<file path="config.mk">
export PLATFORM = sky130hd
export DESIGN_NAME = imem_uart_loader
export DESIGN_NICKNAME = d
export VERILOG_FILES = /design/src/rtl/imem_uart_loader.sv
export SDC_FILE = /design/constraint.sdc
export NUM_CORES = 1
export LEC_CHECK = 0
export BUFFER_PORTS_ARGS = -buffer_cell sky130_fd_sc_hd__clkbuf_2
export CORE_ASPECT_RATIO = 1.2
export CORE_MARGIN = 2
export CORE_UTILIZATION = 45
export CTS_CLUSTER_SIZE = 24
export DETAILED_ROUTE_END_ITERATION = 10
export GPL_TIMING_DRIVEN = 0
export PLACE_DENSITY = 0.62
export SLEW_MARGIN = 0
export SYNTH_ARGS = -nofsm -noshare
export SYNTH_HDL_FRONTEND = slang
export SYNTH_SLANG_ARGS = --single-unit
</file>
<file path="constraint.sdc">
create_clock -name clock -period 5.53 [get_ports clock]
set_input_delay 0 -clock clock [delete_from_list [all_inputs] [get_ports clock]]
set_output_delay 0 -clock clock [all_outputs]
set_load 0.02 [all_outputs]
</file>
<file path="src/rtl/imem_uart_loader.sv">
// ---------------------------------------------------------------------------
// imem_uart_loader
//   Serial program loader: the writer side of the instruction memory.
//   It receives 8N1 UART bytes and packs them big-endian into 32-bit words.
//   The words are written at byte addresses 0, 4, 8, ...
//   The CPU is held while loading is enabled.
//
// Optional feature: define LOADER_TIMEOUT_EN to drop a partial word after
//   TIMEOUT_CYC idle cycles, so that the host stream realigns. Default: off.
//
// Ports
//   clock       in   system clock
//   reset       in   asynchronous, active-high reset
//   uart_rxd    in   serial input, idle high, asynchronous to clock
//   load_en     in   loader enable (level, asynchronous)
//   cpu_hold    out  1 while the synchronised load_en is high
//   wr_en       out  one-cycle write strobe to the instruction memory
//   wr_addr     out  byte address of the word being written
//   wr_data     out  word being written (first byte received is in [31:24])
//   word_count  out  words written since the last load_en rise
//   frame_err   out  sticky flag: a stop bit was sampled low
// ---------------------------------------------------------------------------
module imem_uart_loader #(
    parameter int CLK_HZ      = 50000000,
    parameter int BAUD        = 115200,
    parameter int ADDR_W      = 16,
    parameter int TIMEOUT_CYC = CLK_HZ / 10
) (
    input  logic              clock,
    input  logic              reset,
    input  logic              uart_rxd,
    input  logic              load_en,
    output logic              cpu_hold,
    output logic              wr_en,
    output logic [ADDR_W-1:0] wr_addr,
    output logic [31:0]       wr_data,
    output logic [ADDR_W-1:0] word_count,
    output logic              frame_err
);
    localparam int DIV = CLK_HZ / BAUD;
    localparam int TW  = $clog2(DIV);
    localparam logic [TW-1:0] HALF_LAST = TW'(DIV / 2 - 1);
    localparam logic [TW-1:0] FULL_LAST = TW'(DIV - 1);

    typedef enum logic [1:0] {S_IDLE, S_START, S_DATA, S_STOP} state_t;

    // Each synchroniser is two flops. The rxd synchroniser resets to idle-high,
    // so that no start bit is seen when reset is released.
    logic rxd_meta_q, rxd_q, load_meta_q, load_q, load_prev_q;

    state_t            state_q, state_d;
    logic [TW-1:0]     timer_q, timer_d;
    logic [2:0]        bit_cnt_q, bit_cnt_d;
    logic [7:0]        shift_q, shift_d;
    logic              byte_ok, byte_bad;

    logic [23:0]       word_q, word_d;      // first three bytes of the word in progress
    logic [1:0]        idx_q, idx_d;
    logic              wr_en_q, wr_en_d;
    logic [31:0]       wr_data_q, wr_data_d;
    logic [ADDR_W-1:0] wr_addr_q, wr_addr_d;
    logic [ADDR_W-1:0] count_q, count_d;
    logic              ferr_q, ferr_d;

    logic load_rise, load_fall;
    assign load_rise = load_q & ~load_prev_q;
    assign load_fall = ~load_q & load_prev_q;

`ifdef LOADER_TIMEOUT_EN
    localparam int TOW = $clog2(TIMEOUT_CYC + 1);
    logic [TOW-1:0] to_cnt_q, to_cnt_d;
    logic           to_run, to_hit;
    assign to_run   = load_q && (idx_q != 2'd0) && (state_q == S_IDLE);
    assign to_hit   = to_run && (to_cnt_q == TOW'(TIMEOUT_CYC - 1));
    assign to_cnt_d = (to_run && !to_hit) ? to_cnt_q + 1'b1 : '0;

    always_ff @(posedge clock or posedge reset) begin
        if (reset) to_cnt_q <= '0;
        else       to_cnt_q <= to_cnt_d;
    end
`endif

    // RX framing FSM. While the loader is disabled, the FSM is held in IDLE.
    always_comb begin
        state_d   = state_q;
        timer_d   = timer_q;
        bit_cnt_d = bit_cnt_q;
        shift_d   = shift_q;
        byte_ok   = 1'b0;
        byte_bad  = 1'b0;
        if (!load_q) begin
            state_d   = S_IDLE;
            timer_d   = '0;
            bit_cnt_d = '0;
        end else begin
            case (state_q)
                S_IDLE: begin
                    if (!rxd_q) begin
                        state_d = S_START;
                        timer_d = '0;
                    end
                end
                S_START: begin
                    if (timer_q == HALF_LAST) begin
                        timer_d   = '0;
                        bit_cnt_d = '0;
                        // A line that is high again at mid-start-bit is a glitch.
                        state_d   = rxd_q ? S_IDLE : S_DATA;
                    end else begin
                        timer_d = timer_q + 1'b1;
                    end
                end
                S_DATA: begin
                    if (timer_q == FULL_LAST) begin
                        timer_d   = '0;
                        shift_d   = {rxd_q, shift_q[7:1]};   // LSB first
                        bit_cnt_d = bit_cnt_q + 1'b1;
                        if (bit_cnt_q == 3'd7) state_d = S_STOP;
                    end else begin
                        timer_d = timer_q + 1'b1;
                    end
                end
                S_STOP: begin
                    if (timer_q == FULL_LAST) begin
                        timer_d  = '0;
                        state_d  = S_IDLE;
                        byte_ok  = rxd_q;
                        byte_bad = ~rxd_q;
                    end else begin
                        timer_d = timer_q + 1'b1;
                    end
                end
                default: state_d = S_IDLE;
            endcase
        end
    end

    // Word packing and the write port. The enable edges are handled last, so
    // they override everything else. byte_ok is never set while load_q is low,
    // so a disable in the same cycle as a 4th byte suppresses the write.
    always_comb begin
        word_d    = word_q;
        idx_d     = idx_q;
        wr_en_d   = 1'b0;
        wr_data_d = wr_data_q;
        wr_addr_d = wr_addr_q;
        count_d   = count_q;
        ferr_d    = ferr_q;
        if (wr_en_q) begin
            wr_addr_d = wr_addr_q + ADDR_W'(4);
            count_d   = count_q + 1'b1;
        end
        if (byte_ok) begin
            word_d = {word_q[15:0], shift_q};
            idx_d  = idx_q + 1'b1;
            if (idx_q == 2'd3) begin
                wr_en_d   = 1'b1;
                wr_data_d = {word_q, shift_q};
            end
        end
        if (byte_bad) ferr_d = 1'b1;
`ifdef LOADER_TIMEOUT_EN
        if (to_hit) idx_d = 2'd0;
`endif
        if (load_fall) idx_d = 2'd0;
        if (load_rise) begin
            wr_addr_d = '0;
            count_d   = '0;
            idx_d     = 2'd0;
            ferr_d    = 1'b0;
        end
    end

    always_ff @(posedge clock or posedge reset) begin
        if (reset) begin
            rxd_meta_q  <= 1'b1;
            rxd_q       <= 1'b1;
            load_meta_q <= 1'b0;
            load_q      <= 1'b0;
            load_prev_q <= 1'b0;
            state_q     <= S_IDLE;
            timer_q     <= '0;
            bit_cnt_q   <= '0;
            shift_q     <= '0;
            word_q      <= '0;
            idx_q       <= 2'd0;
            wr_en_q     <= 1'b0;
            wr_data_q   <= '0;
            wr_addr_q   <= '0;
            count_q     <= '0;
            ferr_q      <= 1'b0;
        end else begin
            rxd_meta_q  <= uart_rxd;
            rxd_q       <= rxd_meta_q;
            load_meta_q <= load_en;
            load_q      <= load_meta_q;
            load_prev_q <= load_q;
            state_q     <= state_d;
            timer_q     <= timer_d;
            bit_cnt_q   <= bit_cnt_d;
            shift_q     <= shift_d;
            word_q      <= word_d;
            idx_q       <= idx_d;
            wr_en_q     <= wr_en_d;
            wr_data_q   <= wr_data_d;
            wr_addr_q   <= wr_addr_d;
            count_q     <= count_d;
            ferr_q      <= ferr_d;
        end
    end

    assign cpu_hold   = load_q;
    assign wr_en      = wr_en_q;
    assign wr_addr    = wr_addr_q;
    assign wr_data    = wr_data_q;
    assign word_count = count_q;
    assign frame_err  = ferr_q;
endmodule

</file>
* Word-level counts from Yosys, hierarchy flattened *
Index checks and enable logic that the tools add are counted.

storage, ports and cells
  register bits after elaboration = 119
  input port bits = 4
  output and inout port bits = 67
  logic and storage cells = 82

cells by class
  $add $sub $neg = 5
  eq/ne operators = 13
  muxes and demuxes = 34
  bitwise logic cells = 5
  reduce and logical (&&, ||, !) cells = 9

operators by type and width
  kind                     number
  $mux W16                 4
  $mux W9                  4
  $pmux W9 S3              1
  $mux W2                  10
  $add A16 B1 Y16 const B  1
  $add A16 B3 Y16 const B  1
  $ne A3 B3 Y1 const B     5
  $mux W1                  10
  $add A9 B1 Y9 const B    1
  $eq A9 B8 Y1 const B     1
  $eq A9 B9 Y1 const B     1
  $mux W3                  3
  $pmux W2 S4              1
  $eq A2 B2 Y1 const B     3
  $pmux W3 S2              1
  $reduce_and A3 Y1        2
  $reduce_and A5 Y1        1
  $reduce_bool A2 Y1       2
  $add A3 B1 Y3 const B    1
  $eq A3 B3 Y1 const B     1
  $ne A3 B1 Y1 const B     1
  $not A1 Y1               3
  $reduce_bool A3 Y1       1
  $add A2 B1 Y2 const B    1
  other kinds (5)          6

* Longest topological paths before layout *
Gate-level depths: netlist (run 1).

  depth after elaboration = 7
  depth in mapped cells = 7
  gate-level depth less buffers = 6

* Worst setup path after synthesis (run 1) *
Ideal clock, no wire load.

  kind = reg-to-reg
  from = reg load_q (netlist: cpu_hold)
  to = reg word_q[10]
  library setup time = 0.125 ns
  arrival = 1.925 ns
  required time = 5.405 ns
  path slack = 3.481 ns
  cell stages (with the launch flop) = 6
  path buffers = 2
  period minus slack after synthesis = 2.049 ns
  cells stage by stage = dfrtp_1 buf_2 nand4_1 nor3_2 buf_2 mux2_2

between the ends
  word-level cells in the longest chain between the ends = 1

RTL lines
  element                 line  source
  from (decl)             49    logic rxd_meta_q, rxd_q, load_meta_q, load_q, load_prev_q;
  from (signal assigned)  196   load_q <= load_meta_q;
  $mux W1                 91    if (!load_q) begin
  to (signal assigned)    202   word_q <= word_d;
  to (decl)               57    logic [23:0] word_q, word_d;

Every way passes these cells.
A chain may end at the register's enable or synchronous reset.

* Worst setup path after layout (run 1) *
  from = reg timer_q[1]
  to = reg word_q[8]

between the ends
  word-level cells in the longest chain between the ends = 4

RTL lines
  element                 line  source
  from (decl)             52    logic [TW-1:0] timer_q, timer_d;
  from (signal assigned)  199   timer_q <= timer_d;
  $eq A9 B9 Y1            124   if (timer_q == FULL_LAST) begin
  $mux W1                 124
  $mux W1                 96    case (state_q)
  $mux W1                 91

Every way passes these cells.

==> results of run 1 <==
==> kinds of logic after synthesis <==
kind of cell	synth area share (%)
flops	55.4
xor+xnor	2.32
mux	17.1
fa+ha+maj	1.89
compound gates	7.13
other cells	0.0710
simple gates	12.7
buf+inv	3.34
==> state kept, by name, indices dropped and copies added (netlist names) <==
register	cells
word_q	24
shift_q	8
bit_cnt_q	3
load_meta_q	1
state_q	2
load_prev_q	1
wr_en	1
rxd_meta_q	1
frame_err	1
rxd_q	1
wr_addr	14
word_count	16
cpu_hold	1
idx_q	2
timer_q	9
wr_data	32
==> critical path: stages (launching register included) <==
cell,delay [ns]
dfrtp_1,0.40
inv_1,0.09
ha_1,0.18
nand4b_2,0.21
nor3_2,0.57
buf_2,0.37
mux2_2,0.36
==> per-layer routing <==
| layer | vias up | global-route usage (%) |
|---|---|---|
| met5 | - | 0 |
| met4 | 0 | 6.66 |
| li1 | 1709 | - |
| met1 | 1768 | 23.6 |
| met3 | 11 | 5.24 |
| met2 | 63 | 25.8 |
==> timing repair <==
action,in CTS,in global routing
buffers inserted,0,0
endpoints found under the hold margin,117,0
hold buffers,3,0
==> layout by cell type, fill, tap and decap left out, types with 3 or more instances in the layout <==
cell type	instances
and3_1	3
xnor2_1	4
mux2i_1	7
nand3_1	10
or3_1	9
clkinv_4	3
clkbuf_16	17
dfrtp_1	115
ha_1	8
a21oi_1	16
clkbuf_2	69
o2111ai_1	3
nand2_1	29
nand4_1	11
o21ai_0	22
mux2_2	34
inv_1	5
dlygate4sd3_1	3
o211ai_1	6
clkinvlp_4	4
buf_1	4
nor2_1	27
xor2_1	10
nor4_1	4
nor3_1	3
buf_4	3
or4_1	3
mux2_4	30
inv_6	4
nand2b_1	6
buf_2	5
buf_12	3
clkbuf_1	4
o31ai_1	5
==> path summary, 6_finish.rpt <==
kind	endpoint	depth (start not counted)	slack (ns)
max reg2reg	word_q[8]$_DFFE_PP0P_	6	3.22
max in group asynchronous	rxd_meta_q$_DFF_PP1_	4	4.71
min in group clock	rxd_meta_q$_DFF_PP1_	2	0.22
min	word_q[16]$_DFFE_PP0P_	3	0.10
min reg2reg	cpu_hold$_DFF_PP0_	0	0.35
max	word_q[8]$_DFFE_PP0P_	6	3.22
==> through the flow <==
| stage | area (µm²) | worst slack (ns) | instances | hold WS, ns |
|---|---|---|---|---|
| floorplan | 5290 | 2.43 | 424 | 0.00448 |
| global placement | 5830 | 1.10 | 649 | 0.0894 |
| detailed placement | 5860 | 3.18 | 650 | -0.0198 |
| CTS | 6490 | 3.19 | 685 | 0.0934 |
| global route | 6490 | 3.06 | 685 | 0.130 |
| finish | 6490 | 3.22 | 685 | 0.100 |
==> power by group through the flow <==
stage | Sequential, mW | Combinational [mW] | Clock, mW
2_1_floorplan | 0.884 | 0.0387 | 0
5_1_grt | 0.872 | 0.0649 | 1.15
3_3_place_gp | 0.885 | 0.0522 | 0
6_report | 0.870 | 0.0558 | 1.09
3_5_place_dp | 0.885 | 0.0565 | 0
4_1_cts | 0.870 | 0.0581 | 1.12
==> layout make-up <==
| type | count | area [µm²] |
|---|---|---|
| multi-input cells | 280 | 2180 |
| flip-flops and latches | 117 | 2930 |
| repair buffers | 72 | 398 |
| clock buffers | 19 | 453 |
| plain buffers | 21 | 154 |
| well taps | 157 | 196 |
| fillers | 1021 | 5020 |
| clock inverters | 13 | 148 |
| inverters | 6 | 27.5 |
==> qor.yml, run 1 <==
status:
  status: "completed"
clock_tree:
  path_clk_slew_ns: 0.06
  tritoncts: "done"
  clkLatencyLatePin_ns: 0.41
  cts_buffers: 17
  htreeDepth: 4
  cts_resized: 0
  cts-root-buf: "clkbuf_16"
  clock_path_buffers: 2
  cts_sinks: 117
timing:
  finalSetupViolCount: 0
  period_needed_ns: 2.31
  hold_viol: 0
  rsz0062_at_grt: "no"
  setup_tns_ns: 0
  slew_headroom_pct: 39.8
  worstMarginPinSlew_ns: 0.896
  skew_ns: 0.00560
  maxSlewViolCount: 0
  fin_crit_sh_pct: 41.8
  max_freq_ghz: 0.433
synth:
  synth-edff-count: 0
  synth_seq_cells: 117
  ys.flop_type: "dfrtp_1"
  syn-cell-area_um2: 5290
  synth_area_leaders: "dfrtp_1 54%, mux2_4 8.5%, mux2_2 7.2%, o21ai_0 2.1%, nand2_1 2.1%"
  ys_seq_area_share_pct: 55.4
  syn_avg_cell_area_um2: 12.5
  synth_cells: 423
  synth_commonest_cells: "115 x dfrtp_1, 34 x mux2_2, 30 x mux2_4"
  yosys_warnings: 0
  synthArstFlopShare_pct: 100
  yosysUniqueCellTypes: 53
  synth_top_cell_by_area: "dfrtp_1"
  yosysMostFrequentCell: "dfrtp_1"
  netlist.area_leader.share_pct: 54.5
placed_design:
  hpwl_um: 6920
  gp_congestion: 0.781
  portBuffers: 68
global_routing:
  grt_pass1_vias: 3462
  grt_overflow: 0
  antenna_found_initial: 0
  grt_pass1_wl_um: 16800
  grt_usage_pct: 17.3
  grt_max_degree: 90
die:
  dieArea_um2: 12600
  initial_core_util_pct: 45.9
  die_height_um: 123
  die_w_um: 103
  io_pins: 71
  rows: 43
  fp.coreArea_um2: 11500
flow_run:
  drv_cap: 0
power:
  p_sw_uw: 444
  irDropWorstVdd_uv: 167
  pwr-share-seq_pct: 43.2
  p_leak_nw: 3.22
  p_total_mw: 2.01
  comb_power_share_pct: 2.8
  p_clk_share_pct: 54.0
  intPower_mw: 1.57
  p_per_area_nw_per_um2: 310
  swShare_pct: 22.0
finish:
  diodes: 0
  final_core_util_pct: 56.4
  drive_gt1_share_pct: 35.4
  final_nets: 527
  syn_to_final_growth_pct: 22.8
routing:
  via_count: 3551
  wl_met2_um: 4920
  drt_iter0_drc: 133
  final_antenna_net_count: 0
  drt-met1-wl_um: 4670
  wl_per_cell_um: 14.8
  via_per_inst: 5.18
  routed.top_layer: "met4"
  wl_met3_um: 415
  drcViolationCount: 0
  drtPass1Iterations: 4
  wl_um: 10100
worst_hold_path:
  hp-class: "in2async"
setup_path:
  start_kind: "flop"
  worstReg2RegStart: "timer_q[1]$_DFFE_PP0P_"
  setup.worst_path.end_class: "flop"
  path_max_fanout: 10
  worstSetupStartpoint: "timer_q[1]$_DFFE_PP0P_"
  required_ns: 5.82
  critical_path_class: "reg2reg"
  crit_arrival_ns: 2.60
(Power assumes the default switching activity.)
==> run 2, diff against run 1 <==
clock period = 2.2 ns   (was 5.53 ns; I/O delays follow)
==> run 2 against run 1 <==
Sequential power rose to 2.5 times the previous value. Fmax is 8.7% higher. Count of clock-buffer cells in the layout is 2 lower. Clock power increased to 2.6 times the previous value. Largest power group unchanged. Non-clock buffer count rose by 4. Power grew to 2.6 times the previous value. Critical endpoint is now wr_data[18]$_DFFE_PP0P_. Die area did not move.
==> qor.yml, run 2 (same netlist as run 1, synthesis figures left out) <==
clock_tree:
  clkLatencyLatePin_ns: 0.40
  htreeDepth: 4
  cts_sinks: 117
  cts_buffers: 17
  tritoncts: "done"
  path_clk_slew_ns: 0.06
  cts-root-buf: "clkbuf_16"
  clock_path_buffers: 2
setup_path:
  crit_arrival_ns: 2.41
  start_kind: "flop"
  slowest_stage: "or4_4"
  critical_path_class: "reg2reg"
  path_max_fanout: 10
  worstReg2RegStart: "timer_q[6]$_DFFE_PP0P_"
  required_ns: 2.48
  r2r-end: "wr_data[18]$_DFFE_PP0P_"
  critPathMaxStageDelay_ns: 0.52
  crit_buf_inv: 3
  cp_top_family: "simple AND/OR/NAND/NOR gates"
  setup.worst_path.end_class: "flop"
  r2r_cells: 6
  ff2ff_setup_slack_ns: 0.07
  worstSetupStartpoint: "timer_q[6]$_DFFE_PP0P_"
  crit_chain: "nand4bb_1 -> buf_2 -> or4_4 -> buf_6 -> buf_12 -> mux2_4"
routing:
  drcViolationCount: 0
  wl_um: 10200
  via_count: 3557
  wl_per_cell_um: 14.8
  drtPass1Iterations: 4
  drt_iter0_drc: 147
  final_antenna_net_count: 0
  via_per_inst: 5.17
finish:
  final_nets: 531
  mostFrequentLayoutCells: "115 x dfrtp_1, 69 x clkbuf_2, 34 x mux2_2"
  drive_gt1_share_pct: 36.3
  final_common_cell: "dfrtp_1"
  syn_to_final_growth_pct: 24.4
  largest_reg_flops: 32
  diodes: 0
  finalInstanceArea_um2: 6570
timing:
  skew_ns: 0.00650
  finalSetupViolCount: 0
  period_needed_ns: 2.13
  fin_crit_sh_pct: 96.6
  slew_headroom_pct: 46.4
  max_freq_ghz: 0.471
  setup_tns_ns: 0
  hold_viol: 0
  rsz0062_at_grt: "yes"
  worstMarginPinSlew_ns: 0.793
  maxSlewViolCount: 0
worst_hold_path:
  hp-class: "in2async"
die:
  rows: 43
  io_pins: 71
  fp.coreArea_um2: 11500
  die_w_um: 103
  dieArea_um2: 12600
  die_height_um: 123
  initial_core_util_pct: 45.9
status:
  status: "completed"
placed_design:
  portBuffers: 68
  place_area_um2: 5890
  hpwl_um: 7210
  gp_congestion: 0.782
power:
  comb_power_share_pct: 3.0
  p_leak_nw: 3.28
  p_clk_share_pct: 54.5
  irDropWorstVdd_uv: 420
  p_sw_mw: 1.13
  p_per_area_nw_per_um2: 782
  intPower_mw: 4.01
  pwr-share-seq_pct: 42.5
  swShare_pct: 22.1
global_routing:
  antenna_found_initial: 0
  grt_overflow: 0
  grt_pass1_vias: 3352
  grt_max_degree: 40
  grt_pass1_wl_um: 17100
  grt_usage_pct: 17.4
flow_run:
  drv_cap: 0
[run 2: changes by cell type in the layout (fill, tap and decap cells not counted), sizes merged]
cell    change
clkbuf      -2
buf         +4
inv         -1
clkinv      +1
bufinv      +1
[run 2: cell type report]
class	instances	area, µm²
Fill cell	995	4940
Sequential cell	117	2930
Clock buffer	17	425
Timing Repair Buffer	76	445
Inverter	6	26.3
Multi-Input combinational cell	280	2220
Buffer	21	154
Clock inverter	14	179
Tap cell	157	196
[run 2: what timing repair did]
action | CTS | global route
setup buffers | 0 | 2
endpoints found under the hold margin | 88 | 0
gates resized for setup | 1 | 5
pin swaps | 0 | 1
hold buffers | 3 | 0
endpoints found under the setup margin | 18 | 67
[run 2: per-layer routing]
metal	vias up	wire [µm]	GRT usage, %
li1	1727	-	-
met1	1759	4800	24.6
met2	60	4930	26.3
met3	11	353	4.16
met4	0	124	5.76
met5	-	0	0
[run 2: stage by stage]
| step | hold slack [ns] | total power, mW | setup slack [ns] | utilization, % | cells |
|---|---|---|---|---|---|
| 5_1_grt | 0.178 | 5.34 | -0.0123 | 57.1 | 688 |
| 2_1_floorplan | 0.00448 | 2.32 | 0.151 | - | 424 |
| 6_report | 0.155 | 5.14 | 0.0747 | 57.1 | 688 |
| 3_3_place_gp | 0.0902 | 2.36 | -0.114 | 50.6 | 649 |
| 4_1_cts | 0.158 | 5.18 | 0.0259 | 56.7 | 686 |
| 3_5_place_dp | 0.0345 | 2.37 | -0.147 | 51.2 | 652 |
[run 2: worst max-delay path by stage]
| stage | to | slack, ns | cells past startpoint |
|---|---|---|---|
| global route | wr_data[5]$_DFFE_PP0P_ | -0.01 | 7 |
| global placement | word_q[23]$_DFFE_PP0P_ | -0.11 | 6 |
| finish | wr_data[18]$_DFFE_PP0P_ | 0.07 | 6 |
| detailed placement | word_q[12]$_DFFE_PP0P_ | -0.15 | 6 |
| floorplan | word_q[10]$_DFFE_PP0P_ | 0.15 | 5 |
| CTS | word_q[10]$_DFFE_PP0P_ | 0.03 | 6 |
[run 2: worst min-delay path, delay by kind of cell]
| family | cells | cell delay, ns |
|---|---|---|
| buf+inv | 3 | 0.98 |
[run 2: power by group through the flow]
stage | clock network (mW) | logic [mW] | registers, mW
4_1_cts | 2.85 | 0.152 | 2.19
6_report | 2.80 | 0.154 | 2.19
5_1_grt | 2.97 | 0.178 | 2.19
3_3_place_gp | 0 | 0.131 | 2.22
3_5_place_dp | 0 | 0.147 | 2.23
2_1_floorplan | 0 | 0.0977 | 2.22
